File: src/rtl/button_conditioner.sv
// Panel input front-end: sync, debounce, press/auto-repeat pulses
// and run-mode level with edge pulses for the countdown timer.
module bc_debounce #(
  parameter int   DEB     = 4,
  parameter logic RST_VAL = 1'b1
) (
  input  logic clk,
  input  logic rst_n,
  input  logic raw,
  output logic stable
);

  localparam int CW = $clog2(DEB);

  logic [1:0]    sync;
  logic [CW-1:0] cnt;

  always_ff @(posedge clk or negedge rst_n) begin
    if (!rst_n) begin
      sync   <= {2{RST_VAL}};
      stable <= RST_VAL;
      cnt    <= '0;
    end else begin
      sync <= {sync[0], raw};
      if (sync[1] == stable) begin
        cnt <= '0;
      end else if (cnt == CW'(DEB - 1)) begin
        stable <= sync[1];
        cnt    <= '0;
      end else begin
        cnt <= cnt + 1'b1;
      end
    end
  end

endmodule

module bc_button_fsm #(
  parameter int RD = 20,
  parameter int RR = 8
) (
  input  logic clk,
  input  logic rst_n,
  input  logic held,
  input  logic other_held,
  input  logic run,
  output logic pulse
);

  typedef enum logic [1:0] {
    IDLE,
    DELAY,
    REPEAT,
    LOCK
  } state_t;

  localparam int MX = (RD > RR) ? RD : RR;
  localparam int RW = $clog2(MX + 1);
  localparam logic [RW-1:0] RD_END = RW'(RD - 1);
  localparam logic [RW-1:0] RR_END = RW'(RR - 1);

  state_t        state;
  state_t        state_d;
  logic [RW-1:0] cnt;
  logic [RW-1:0] cnt_d;
  logic          fire;
  logic          lock;

  // A held button is frozen by the other button or by run mode
  assign lock = held && (other_held || run);

  always_ff @(posedge clk or negedge rst_n) begin
    if (!rst_n) begin
      state <= IDLE;
      cnt   <= '0;
      pulse <= 1'b0;
    end else begin
      state <= state_d;
      cnt   <= cnt_d;
      pulse <= fire;
    end
  end

  always_comb begin
    state_d = state;
    unique case (state)
      IDLE: begin
        if (lock)      state_d = LOCK;
        else if (held) state_d = DELAY;
      end
      DELAY: begin
        if (lock)                 state_d = LOCK;
        else if (!held)           state_d = IDLE;
        else if (cnt == RD_END)   state_d = REPEAT;
      end
      REPEAT: begin
        if (lock)       state_d = LOCK;
        else if (!held) state_d = IDLE;
      end
      LOCK: begin
        if (!held && !other_held) state_d = IDLE;
      end
      default: state_d = IDLE;
    endcase
  end

  always_comb begin
    fire = 1'b0;
    unique case (state)
      IDLE:    fire = held && !lock;
      DELAY:   fire = held && !lock && (cnt == RD_END);
      REPEAT:  fire = held && !lock && (cnt == RR_END);
      default: fire = 1'b0;
    endcase
    if (fire)
      cnt_d = '0;
    else if (state_d == DELAY || state_d == REPEAT)
      cnt_d = cnt + 1'b1;
    else
      cnt_d = '0;
  end

endmodule

module button_conditioner #(
  parameter int DEBOUNCE_CYCLES = 500000,
  parameter int REPEAT_DELAY    = 25000000,
  parameter int REPEAT_RATE     = 10000000
) (
  input  logic clk,
  input  logic rst_n,
  input  logic button1,
  input  logic button2,
  input  logic toggle_set,
  output logic inc_pulse,
  output logic dec_pulse,
  output logic run_level,
  output logic run_rise,
  output logic run_fall
);

  logic s1;
  logic s2;
  logic st;

  bc_debounce #(.DEB(DEBOUNCE_CYCLES), .RST_VAL(1'b1)) u_db1 (
    .clk(clk), .rst_n(rst_n), .raw(button1), .stable(s1)
  );
  bc_debounce #(.DEB(DEBOUNCE_CYCLES), .RST_VAL(1'b1)) u_db2 (
    .clk(clk), .rst_n(rst_n), .raw(button2), .stable(s2)
  );
  bc_debounce #(.DEB(DEBOUNCE_CYCLES), .RST_VAL(1'b0)) u_dbt (
    .clk(clk), .rst_n(rst_n), .raw(toggle_set), .stable(st)
  );

  bc_button_fsm #(.RD(REPEAT_DELAY), .RR(REPEAT_RATE)) u_inc (
    .clk(clk), .rst_n(rst_n),
    .held(!s1), .other_held(!s2), .run(run_level),
    .pulse(inc_pulse)
  );
  bc_button_fsm #(.RD(REPEAT_DELAY), .RR(REPEAT_RATE)) u_dec (
    .clk(clk), .rst_n(rst_n),
    .held(!s2), .other_held(!s1), .run(run_level),
    .pulse(dec_pulse)
  );

  // Extra stage aligns run_level latency with the button pulses
  always_ff @(posedge clk or negedge rst_n) begin
    if (!rst_n) begin
      run_level <= 1'b0;
      run_rise  <= 1'b0;
      run_fall  <= 1'b0;
    end else begin
      run_level <= st;
      run_rise  <= st && !run_level;
      run_fall  <= !st && run_level;
    end
  end

endmodule
File: config.mk
export PLATFORM = sky130hd
export DESIGN_NAME = button_conditioner
export DESIGN_NICKNAME = d
export VERILOG_FILES = /design/src/rtl/button_conditioner.sv
export SDC_FILE = /design/constraint.sdc
export NUM_CORES = 1
export LEC_CHECK = 0
export ABC_AREA = 1
export BUFFER_PORTS_ARGS = -buffer_cell sky130_fd_sc_hd__buf_4
export CAP_MARGIN = 20
export CORE_ASPECT_RATIO = 1.75
export CORE_UTILIZATION = 30
export DETAILED_ROUTE_END_ITERATION = 6
export SLEW_MARGIN = 0
export SYNTH_ARGS = -nofsm -noshare
export SYNTH_HDL_FRONTEND = slang
export SYNTH_HIERARCHICAL = 1
export SYNTH_SLANG_ARGS = --single-unit
File: constraint.sdc
create_clock -name clk -period 3.1 [get_ports clk]
set_input_delay 0.31 -clock clk [delete_from_list [all_inputs] [get_ports clk]]
set_output_delay 0.31 -clock clk [all_outputs]
set_load 0.02 [all_outputs]
## Word level (Yosys, flattened, before mapping)

Index checks and enable logic that the tools add are counted.

- Input port bits: 5
- Logic and storage cells: 102
- Flip-flop bits (word level): 125

- Bitwise operators: 3
- Add/sub/neg operators: 5
- Multiplexer cells: 30
- Reductions and logical operators: 26
- Equality and inequality tests: 20

Operator list:

| operator | count |
|---|---|
| 2-to-1 mux 19 bit | 6 |
| 2-to-1 mux 25 bit | 4 |
| adder 19 x 1 -> 19 bit, second input constant | 3 |
| == test 19 bit, second input constant | 3 |
| adder 25 x 1 -> 25 bit, second input constant | 2 |
| == test 25 x 24 -> 1 bit, second input constant | 2 |
| == test 25 bit, second input constant | 2 |
| 2-to-1 mux 2 bit | 16 |
| one-hot mux 2 bit (4 select lines) | 2 |
| == test 2 bit, second input constant | 6 |
| logical AND 1 bit | 11 |
| == test 2 x 1 -> 1 bit, second input constant | 4 |
| logical NOT 1 bit | 6 |
| one-hot mux 1 bit (3 select lines) | 2 |
| AND reduction 2 bit | 3 |
| logical NOT 2 bit | 2 |
| logical OR 1 bit | 4 |
| == test 1 bit | 3 |
| inverter 1 bit | 3 |

## Longest topological paths before layout

- Word-level depth: 9
- Mapped depth: 14

## Cells and area by module

The synthesis kept the hierarchy.

Modules (own cells, without submodules):

| module | seq. area each (um^2) | area an instance (um^2) | times used | cells each |
|---|---|---|---|---|
| bc_button_fsm | 700.7 | 1980.6 | 2 | 292 |
| bc_debounce at u_db1 ... | 554.3 | 1194.9 | 2 | 147 |
| bc_debounce at u_dbt | 550.5 | 1191.1 | 1 | 147 |
| button_conditioner | 75.1 | 97.6 | 1 | 9 |

## Worst setup path after synthesis

OpenSTA, ideal clock, no wires.

- Path kind: reg2reg
- From: register u_db2.stable
- To: register u_dec.cnt[10]
- Clock period less this slack: 1714 ps
- Required time: 2984 ps
- Stages on the path, launching flop included: 11
- Setup slack: 1386 ps
- Library setup time: 116 ps
- Data arrival time: 1598 ps
- Buffers on the path: 1
- Cell sequence: dfstp_2 > inv_1 > o21ai_0 > nor2_1 > o21ai_0 > nand2_1 > nand2_1 > nand3_1 > nand2_4 > buf_6 > nor2_2

- Word-level cells in the longest chain between the ends: 8
- Elaborated cells on any way between the ends: 21
- Classes of those cells: eq/ne (2); mux (11); reduce/logical (8)

RTL lines:

| item | line | source |
|---|---|---|
| start: declaration | 10 | `output logic stable` |
| start signal: assignment | 28 | `stable <= sync[1];` |
| logical NOT 1 bit | 163 | `.held(!s2), .other_held(!s1), .run(run_level),` |
| logical AND 1 bit | 70 | `assign lock = held && (other_held \|\| run);` |
| 2-to-1 mux 2 bit (on tied branches) | 97, 88, 92 |  |
| one-hot mux 2 bit (4 select lines) | 86 | `unique case (state)` |
| == test 2 x 1 -> 1 bit / == test 2 bit (equally long branches) | 117 | `else if (state_d == DELAY \|\| state_d == REPEAT)` |
| logical OR 1 bit | 117 |  |
| 2-to-1 mux 25 bit | 117 |  |
| 2-to-1 mux 25 bit (*) | 115 | `if (fire)` |
| named net u_dec.cnt_d[10] | 65 | `logic [RW-1:0] cnt_d;` |
| end signal: assignment | 79 | `cnt <= cnt_d;` |
| end: declaration | 64 | `logic [RW-1:0] cnt;` |

Mark *: on every way through the listed nets, which the timed path passes. The rest lies on a longest branch.
A chain may end at the register's enable or synchronous reset.

## Worst setup path in the final report

- From: register u_db1.stable
- To: register u_inc.cnt[24]

- Word-level cells in the longest chain between the ends: 8
- Elaborated cells on any way between the ends: 21
- Classes of those cells: eq/ne (2); mux (11); reduce/logical (8)

RTL lines:

| item | line | source |
|---|---|---|
| start: declaration | 10 |  |
| start signal: assignment | 28 |  |
| logical NOT 1 bit | 158 | `.held(!s1), .other_held(!s2), .run(run_level),` |
| logical AND 1 bit | 70 |  |
| 2-to-1 mux 2 bit (on tied branches) | 97, 88, 92 |  |
| one-hot mux 2 bit (4 select lines) | 86 |  |
| == test 2 x 1 -> 1 bit / == test 2 bit (equally long branches) | 117 |  |
| logical OR 1 bit | 117 |  |
| 2-to-1 mux 25 bit | 117 |  |
| 2-to-1 mux 25 bit (*) | 115 |  |
| named net u_inc.cnt_d[24] | 65 |  |
| end signal: assignment | 79 |  |
| end: declaration | 64 |  |

Marks and branches as above.

==> results.json <==
{
  "ir_drop_v": 0.0004094,
  "nets": 1079,
  "viasPerCell": 4.632,
  "grt_overflow_total": 0,
  "finalSetupViolations": 0,
  "io_pins": 10,
  "antennaDiodeCount": 0,
  "num_rows": 76,
  "dp_hpwl_um": 12410,
  "cts_tree": "done",
  "yosys.area.top_type": "dfrtp_1",
  "clk-insertion-delay-late_ns": 0.43,
  "grt_pass1_wl_um": 29190,
  "crit_path_max_fanout": 25,
  "port_buffers": 9,
  "path_clk_slew_ns": 0.06,
  "numCtsBuffers": 17,
  "tightest_slew_ns": 0.5422,
  "finalSetupTns_ns": 0,
  "min_period_over_period_pct": 69.06,
  "finalCriticalPeriod_ns": 2.141,
  "ys_types": 33,
  "cp.arrival_ns": 2.44,
  "synth.most_common_cell": "nand2_1",
  "grt_pass1_vias": 6491,
  "gp_congestion": 0.8627,
  "synth_top_area_share_pct": 38.98,
  "die_w_um": 122.6,
  "vias": 6411,
  "ant_nets": 0,
  "synthArstFlopShare_pct": 100.0,
  "power_leakage_uw": 0.003775,
  "synth_common_cells": "208 x nand2_1, 168 x nor2_1, 139 x inv_1",
  "worstPathRequired_ns": 3.40,
  "routed_wl_um": 16910,
  "synth_cells": 1034,
  "first_pass_iters": 5,
  "start_kind": "flop",
  "synthTopCellsByArea": "dfrtp_1 39%, nand2_1 10%, nor2_1 8.3%",
  "synth-seq-cells": 125,
  "drt_iter0_drc": 231,
  "syn-cell-area_um2": 7640,
  "slew_headroom_pct": 63.52,
  "cts_sinks": 125,
  "drc_errors": 0,
  "p_per_area_nw_per_um2": 436.8,
  "slew_violations": 0,
  "hp-class": "flop to flop",
  "ctsHtreeMaxLevel": 4,
  "drive_gt1_share_pct": 16.51,
  "synth_edf_count": 0,
  "die_h_um": 213.1,
  "fin_worst_skew_ns": 0.007590,
  "instances_no_fill": 1384,
  "wl_per_cell_um": 12.22,
  "clk_path_buf_depth": 2,
  "grtUsageTotal_pct": 14.24,
  "cts_root_buf": "clkbuf_16",
  "start_util_pct": 30.78,
  "hold_violations": 0,
  "ys_seq_area_share_pct": 41.04,
  "end_kind": "flop",
  "avgSynthCellArea_um2": 7.389,
  "area_growth_pct": 13.89,
  "grt_max_degree": 80,
  "ys.flop_type": "dfrtp_1",
  "die-area_um2": 26130,
  "path_class": "flop to flop",
  "rsz0062_at_grt": "false",
  "fmax_mhz": 467.1,
  "core_um2": 24820,
  "synth_nets": 1054,
  "ys_warn_count": 6,
  "antenna_found_initial": 0,
  "post-place-cells": 1348,
  "drv_cap": 0,
  "status": "completed"
}
## per-stage QoR
| step | hold WS (ns) | setup WS, ns | total power (µW) | utilization, % | area, µm² |
|---|---|---|---|---|---|
| 2_1_floorplan | 0.01441 | 1.386 | 1718 | - | 7640 |
| 3_3_place_gp | 0.2706 | 0.9505 | 1768 | 32.44 | 8051 |
| 3_5_place_dp | 0.2778 | 0.9408 | 1770 | 32.44 | 8051 |
| 4_1_cts | 0.3584 | 0.9258 | 3875 | 35.06 | 8701 |
| 5_1_grt | 0.3662 | 0.6963 | 3949 | 35.06 | 8701 |
| 6_report | 0.3565 | 0.9591 | 3800 | 35.06 | 8701 |
## power breakdown
part | switching (µW) | internal, µW
combinational | 61.1 | 22.9
sequential | 9.04 | 1650
clock | 773 | 1290
## repair_timing
| item | 4_1_cts | 5_1_grt |
|---|---|---|
| resized for setup | 0 | 0 |
| hold buffers | 4 | 0 |
| endpoints found under the hold margin | 46 | 0 |
| setup buffers | 0 | 0 |
## layout by cell type (no fill, tap or decap), types with 9 or more instances in the layout
cell type    n
a21oi_1      9
clkbuf_16   17
dfrtp_1    119
ha_1        15
inv_1      139
nand2_1    208
nand2_2     26
nand3_1    124
nand4_1     18
nor2_1     168
nor2_2      58
nor2_4       9
nor3_1      20
o21ai_0     21
o21ai_1     12
xor2_1      18
## flip-flops by register name, indices dropped and copies added (netlist names)
| name | count |
|---|---|
| u_inc/cnt | 25 |
| u_db2/stable | 1 |
| u_dbt/cnt | 19 |
| u_dbt/sync | 2 |
| u_db1/stable | 1 |
| u_dec/cnt | 25 |
| u_db1/sync | 2 |
| run_level | 1 |
| u_db1/cnt | 19 |
| u_dec/pulse | 1 |
| run_fall | 1 |
| run_rise | 1 |
| u_db2/cnt | 19 |
| u_db2/sync | 2 |
| u_dbt/stable | 1 |
| u_dec/state | 2 |
| u_inc/pulse | 1 |
| u_inc/state | 2 |
## critical path: stages, from the launching register on
cell	delay, ns
dfstp_2	0.58
inv_1	0.13
o21ai_0	0.28
nor2_1	0.08
o21ai_0	0.18
nand2_1	0.08
nand2_1	0.09
nand3_1	0.12
nand2_4	0.37
nor2_1	0.08
## final cells by class
class,count,area (µm²)
Clock buffer,19,442.9
Clock inverter,13,166.4
Fill cell,2609,16120
Inverter,149,559.3
Multi-Input combinational cell,752,3875
Sequential cell,125,3136
Tap cell,312,390.4
Timing Repair Buffer,14,131.4
## logic make-up after synthesis
kind of cell	count (synthesis)	synth area share, %
AO/OA/AOI/OAI	49	3.439
XOR/XNOR	29	3.619
adder cells (fa/ha/maj)	15	2.457
buffers and inverters	157	8.238
flip-flops	125	41.04
AND/OR/NAND/NOR	659	41.21
## worst paths after layout
kind / end / from / slack (ns) / depth (start not counted)
max: u_inc/cnt[24] / u_db1/stable / 0.96 / 9
min: u_db1/sync[1] / u_db1/sync[0] / 0.36 / 0
max reg2reg: u_inc/cnt[24] / u_db1/stable / 0.96 / 9
min reg2reg: u_db1/sync[1] / u_db1/sync[0] / 0.36 / 0
max in group asynchronous: u_dec/cnt[9] / rst_n / 1.93 / 3
min in group asynchronous: u_db2/cnt[2] / rst_n / 0.38 / 2
## metal layers
layer  up-vias  global-route usage [%]  wire [µm]
met3        34                   3.285        321
met5         -                       0          0
li1       3286                       -          -
met2        78                   27.24       9419
met1      3013                   13.92       6644
met4         0                   7.023        520
No activity file was read; power rests on OpenSTA's default activity.
